[config.mk]
export PLATFORM = sky130hd
export DESIGN_NAME = fetch_unit
export DESIGN_NICKNAME = d
export VERILOG_FILES = /design/src/rtl/fetch_unit.sv
export SDC_FILE = /design/constraint.sdc
export NUM_CORES = 1
export LEC_CHECK = 0
export CAP_MARGIN = 20
export CORE_UTILIZATION = 44
export DETAILED_ROUTE_END_ITERATION = 10
export PLACE_DENSITY = 0.84
export SYNTH_ARGS = -nofsm -noshare
export SYNTH_HDL_FRONTEND = slang
export SYNTH_SLANG_ARGS = --single-unit
export TNS_END_PERCENT = 1
[constraint.sdc]
create_clock -name clk -period 8.4 [get_ports clk]
set_input_delay 2.52 -clock clk [delete_from_list [all_inputs] [get_ports clk]]
set_output_delay 2.52 -clock clk [all_outputs]
set_load 0.005 [all_outputs]
[src/rtl/fetch_unit.sv]
`default_nettype none
// ============================================================================
//  Module   : fetch_unit
//  Purpose  : Issues instruction-bus fetches for the current PC and presents
//             {pc, instr} to decode over a valid/ready handshake.
//  Options  : FETCH_ALIGN_CHECK_EN - misaligned PCs become a flagged NOP
//  Revision : 1.0 - initial release
// ============================================================================
module fetch_unit #(
    parameter int              XLEN      = 64,
    parameter int              ILEN      = 32,
    parameter logic [ILEN-1:0] NOP_INSTR = 32'h0000_0013
) (
    input  logic            clk,
    input  logic            rst,
    input  logic [XLEN-1:0] pc,
    output logic            pc_en,
    input  logic            flush,
    output logic            ireq_valid,
    output logic [XLEN-1:0] ireq_addr,
    input  logic            iresp_data_ok,
    input  logic [ILEN-1:0] iresp_data,
    output logic            if_valid,
    output logic [XLEN-1:0] if_pc,
    output logic [ILEN-1:0] if_instr,
    output logic            if_misalign,
    input  logic            id_ready
);

    typedef enum logic [1:0] {
        IDLE = 2'd0,
        REQ  = 2'd1,
        HOLD = 2'd2,
        DROP = 2'd3
    } state_t;

    state_t          state_q, state_d;
    logic            issued_q, issued_d;
    logic [XLEN-1:0] addr_q, addr_d;
    logic [XLEN-1:0] if_pc_q, if_pc_d;
    logic [ILEN-1:0] instr_q, instr_d;
`ifdef FETCH_ALIGN_CHECK_EN
    logic            misalign_q, misalign_d;
`endif

    always_ff @(posedge clk or posedge rst) begin
        if (rst) begin
            state_q    <= IDLE;
            issued_q   <= 1'b0;
            addr_q     <= '0;
            if_pc_q    <= '0;
            instr_q    <= '0;
`ifdef FETCH_ALIGN_CHECK_EN
            misalign_q <= 1'b0;
`endif
        end else begin
            state_q    <= state_d;
            issued_q   <= issued_d;
            addr_q     <= addr_d;
            if_pc_q    <= if_pc_d;
            instr_q    <= instr_d;
`ifdef FETCH_ALIGN_CHECK_EN
            misalign_q <= misalign_d;
`endif
        end
    end

    // REQ spends its first cycle latching pc (issued_q=0); the bus request
    // is only raised once the address is registered and cannot move.
    always_comb begin
        state_d    = state_q;
        issued_d   = issued_q;
        addr_d     = addr_q;
        if_pc_d    = if_pc_q;
        instr_d    = instr_q;
        pc_en      = 1'b0;
`ifdef FETCH_ALIGN_CHECK_EN
        misalign_d = misalign_q;
`endif
        case (state_q)
            IDLE: begin
                state_d  = REQ;
                issued_d = 1'b0;
            end
            REQ: begin
                if (!issued_q) begin
                    if (flush) begin
                        pc_en = 1'b1;
                    end
`ifdef FETCH_ALIGN_CHECK_EN
                    else if (pc[1:0] != 2'b00) begin
                        state_d    = HOLD;
                        if_pc_d    = pc;
                        instr_d    = NOP_INSTR;
                        misalign_d = 1'b1;
                    end
`endif
                    else begin
                        addr_d   = pc;
                        issued_d = 1'b1;
                    end
                end else if (iresp_data_ok) begin
                    issued_d = 1'b0;
                    if (flush) begin
                        pc_en = 1'b1;
                    end else begin
                        state_d = HOLD;
                        if_pc_d = addr_q;
                        instr_d = iresp_data;
                    end
                end else if (flush) begin
                    // Bus has no cancel: keep the request up and drop its data.
                    state_d  = DROP;
                    issued_d = 1'b0;
                end
            end
            HOLD: begin
                if (flush || id_ready) begin
                    pc_en    = 1'b1;
                    state_d  = REQ;
                    issued_d = 1'b0;
`ifdef FETCH_ALIGN_CHECK_EN
                    misalign_d = 1'b0;
`endif
                end
            end
            DROP: begin
                if (iresp_data_ok) begin
                    pc_en   = 1'b1;
                    state_d = REQ;
                end
            end
            default: state_d = IDLE;
        endcase
    end

    assign ireq_valid = ((state_q == REQ) && issued_q) || (state_q == DROP);
    assign ireq_addr  = addr_q;
    assign if_valid   = (state_q == HOLD);
    assign if_pc      = if_pc_q;
    assign if_instr   = instr_q;

`ifdef FETCH_ALIGN_CHECK_EN
    assign if_misalign = misalign_q;
`else
    assign if_misalign = 1'b0;
    logic unused_nop;
    assign unused_nop = ^NOP_INSTR;
`endif

`ifndef SYNTHESIS
    a_addr_stable: assert property (@(posedge clk) disable iff (rst)
        (ireq_valid && $past(ireq_valid)) |-> $stable(ireq_addr));
`endif

endmodule
`default_nettype wire

# Yosys cells after proc, flatten, opt, wreduce, memory -nomap -nowiden
# Index checks and enable logic that the tools add are counted.
totals:
  register_bits: 163
  output_inout_bits: 164
op_classes:
  bitwise_logic: 2
  n_reduce_logical: 9
  muxes: 18
  n_eq_ne: 8
ops:
  columns: ["cell", "n"]
  rows:
  - ["two-way mux 2 bit", 6]
  - ["two-way mux 1 bit", 9]
  - ["one-hot mux 2 bit (4 select lines)", 1]
  - ["inequality test 3 bit, second input constant", 2]
  - ["one-hot mux 1 bit (3 select lines)", 2]
  - ["AND reduction 5 bit", 1]
  - ["== test 2 bit, second input constant", 2]
  - ["inequality test 2 bit, second input constant", 2]
  - ["AND reduction 4 bit", 1]
  - ["AND reduction 3 bit", 1]
  - ["nonzero test 3 bit", 1]
  - ["== test 2 x 1 -> 1 bit, second input constant", 1]
  - ["zero test 2 bit", 1]
  - ["logical OR 1 bit", 2]
  - ["inequality test 2 x 1 -> 1 bit, second input constant", 1]
  - ["inverter 1 bit", 2]
  - ["AND reduction 2 bit", 1]
  - ["logical AND 1 bit", 1]

# Depth between registers and ports, before layout
depth:
  ltp_word: 4
  mapped_depth: 6
  depth_no_buf: 3

# Worst setup path before layout
# No wires, ideal clock.
synth_path:
  path_type: "input port to output port"
  startpoint: "in id_ready"
  endpoint: "out pc_en"
  path_slack_ps: 2872
  n_path_buf: 0
  stages: 3
  t_arrival_ps: 3008
  cell_sequence: "or2_2 a21oi_1 a211oi_1"
synth_between:
  elab_chain_len: 3
synth_rtl:
  columns: ["item", "line", "rtl"]
  rows:
  - ["from (decl)", "27", "input logic id_ready"]
  - ["logical OR 1 bit", "118", "if (flush || id_ready) begin"]
  - ["two-way mux 1 bit", "118", null]
  - ["one-hot mux 1 bit (3 select lines)", "80", "case (state_q)"]
  - ["to (decl)", "17", "output logic pc_en,"]
# No other way between the ends.

# Worst setup path in the final report
layout_path:
  startpoint: "in flush"
  endpoint: "out pc_en"
layout_between:
  elab_chain_len: 4
  elab_cells_between_ends: 6
layout_rtl:
  columns: ["item", "line", "rtl"]
  rows:
  - ["from (decl)", "18", "input logic flush,"]
  - ["two-way mux 1 bit", "87, 104", null]
  - ["two-way mux 1 bit", "102", "end else if (iresp_data_ok) begin"]
  - ["two-way mux 1 bit", "86", "if (!issued_q) begin"]
  - ["one-hot mux 1 bit (3 select lines) (*)", "80", null]
# Every way passes the cells marked *; elsewhere a longest branch is shown, timed or not.

==> impl_metrics.ini <==
[floorplanning]
pin_count = 265
std_cell_rows = 44
dieArea_um2 = 15700
start_util = 0.456
die_h_um = 125
dieWidth_um = 125
core_area_um2 = 14700

[timing]
fin_skew_ns = 0.00793
setup_viol = 0
relSlewSlack = 0.421
hold_viol_final = 0
worst_pin_slew_ns = 0.868
period_needed_ns = 6.61
finalSetupTns_ns = 0
fmax_mhz = 151
min_period_over_period = 0.786
rsz0062_at_grt = no
finalMaxSlewViolations = 0

[placed_design]
gp_congestion = 0.793
place_hpwl_um = 10700
place.port_buffers = 263
dp.cells = 795

[finish]
utilization = 0.677
areaGrowthSynthToFinish_pct = 48.6
drive_above_1_share = 0.313
nNetsFinal = 731
diodes = 0
fin_cells = 827

[route]
ant_nets = 0
top_layer = met4
num_vias = 4073
wl_met1_um = 6440
drt-total-wl_um = 15600
drc_errors = 17
wl_met3_um = 1090
wire_per_inst_um = 18.9
dr.pass1.iters = 8
drtIter0Drc = 184
viasPerCell = 4.93
wl_met2_um = 7660

[pwr]
p_leak_nw = 4.31
power.density_nw_per_um2 = 403
ir_drop_mv = 0.186
total_power_w = 0.00401

[synth]
ys_ff_latch = 163
synthesis.nets = 465
yosys.area_share.simple = 0.0116
ys_seq_area_frac = 0.609
yosys_warnings = 0
synthCells = 364
synth_top_family_by_area = multiplexers
yosysUniqueCellTypes = 24
yosys.area_share.xor_xnor = 0
synth_compound_area_frac = 0.00747
postSynthAreaPerCell_um2 = 18.4
synth_fa_ha_area_frac = 0
muxShareOfSynthArea = 0.328
synth_area_um2 = 6700

[min_path]
min_from = if_instr[25]
hold_class = flop to flop

[setup_path]
slowest_delay_ns = 0.56
crit_type = primary input to output pin
worstPathArrival_ns = 4.09
start_kind = primary input
crit_slowest_cell = clkdlybuf4s50_1
rr_startpoint = issued_q
cp_data_required_time_ns = 5.88
crit_top_cell = clkdlybuf4s50_1
crit_path_end_kind = output pin
crit_fanout = 6
cp_cell_sequence = clkdlybuf4s50_1 > or2_2 > a21oi_1 > a211oi_1 > clkdlybuf4s50_1
cp-startpoint = flush

[outcome]
violations = DRC
run_status = complete, but fails checks

[grt]
grt_max_degree = 97
grt_pass1_vias = 4461
antenna_found_initial = 0
grt_pass1_wl_um = 25400
gr-total-overflow = 0
grt_usage = 0.211

[clocking]
cts.path.max_buffers = 2
postCtsResizedCells = 0
tritoncts = yes
clk_latency_ns = 0.42
cts_root_buf = clkbuf_16
cts-htree-levels = 4
clkSinkCount = 163
clk_pin_slew_ns = 0.06
post_cts_buffers = 0
cts_hold_buf = 0
cts_buffers = 17

[run]
maxCapViolations = 0
## state kept, by name (all words and copies together), names as in the netlist
| register | cells |
|---|---|
| if_pc | 64 |
| ireq_addr | 64 |
| if_instr | 32 |
| state_q | 2 |
| issued_q | 1 |
## critical path, delay by kind of cell
kind            cells  cell delay (ns)
compound gates      2             0.30
simple gates        1             0.16
buf+inv             2             1.10
## worst paths after layout
kind | endpoint | slack [ns] | cells after the start
max | pc_en | 1.79 | 5
min | if_instr[25] | 0.51 | 1
max reg2reg | if_instr[24] | 5.62 | 4
min reg2reg | if_instr[25] | 0.51 | 1
max in group asynchronous | if_pc[57] | 4.34 | 3
min in group asynchronous | ireq_addr[53] | 2.64 | 2
## cell families (layout without fill, tap and decap cells)
group           Yosys count  in the layout
mux                     162            162
other cells               1              1
simple gates             10             10
compound gates            7              7
buf+inv                  21            300
flops                   163            163
## area by class of cell
class                           instances  area, µm²
Clock inverter                         10        148
Sequential cell                       163       4080
Inverter                                2       12.5
Fill cell                             991       4750
Clock buffer                           22        494
Tap cell                              184        230
Timing Repair Buffer                  266       2660
Multi-Input combinational cell        180       2330
## layout by cell type (no fill, tap or decap), drive strengths merged
cell / count
buf: 3
bufinv: 3
a21o: 1
or3b: 1
a21oi: 1
conb: 1
clkdlybuf4s50: 263
o211ai: 1
a211oi: 1
and2: 1
clkinv: 7
o21ai: 1
inv: 2
or2: 1
dfrtp: 163
a32o: 1
o21a: 1
and3: 1
nor2: 3
mux2: 161
nand2b: 1
clkbuf: 22
mux2i: 1
nor2b: 1
nand3b: 1
## report_power, final
group,switching [W],internal (W),total (W)
combinational,0.000489,0.00124,0.00173
clock,0.000313,0.000510,0.000823
sequential,0.000277,0.00119,0.00146
total,0.00108,0.00294,0.00401
## metal layers
layer	track usage	vias up
li1	-	1812
met1	0.256	2051
met2	0.343	176
met3	0.0676	34
met4	0.0990	0
met5	0	-
## cells in the mapped netlist (all sizes together)
cell type / n / area share
and2: 1 / 0.00093
nor2: 3 / 0.0041
a32o: 1 / 0.0015
and3: 1 / 0.00093
buf: 19 / 0.042
mux2: 161 / 0.33
o21ai: 1 / 0.00075
nand2b: 1 / 0.00093
o211ai: 1 / 0.0011
a211oi: 1 / 0.0011
inv: 2 / 0.0011
conb: 1 / 0.00056
a21oi: 1 / 0.00075
or3b: 1 / 0.0017
nor2b: 1 / 0.00093
dfrtp: 163 / 0.61
o21a: 1 / 0.0011
mux2i: 1 / 0.0015
a21o: 1 / 0.0011
or2: 1 / 0.00093
nand3b: 1 / 0.0011
## metrics by stage
step | setup WS [ns] | area, µm² | hold WS [ns]
2_1_floorplan | 1.48 | 6700 | 0.505
3_3_place_gp | 1.86 | 9310 | 0.489
3_5_place_dp | 1.84 | 9310 | 0.493
4_1_cts | 1.81 | 9950 | 0.510
5_1_grt | 1.72 | 9950 | 0.516
6_report | 1.79 | 9950 | 0.507
No activity file was read; power rests on OpenSTA's default activity.
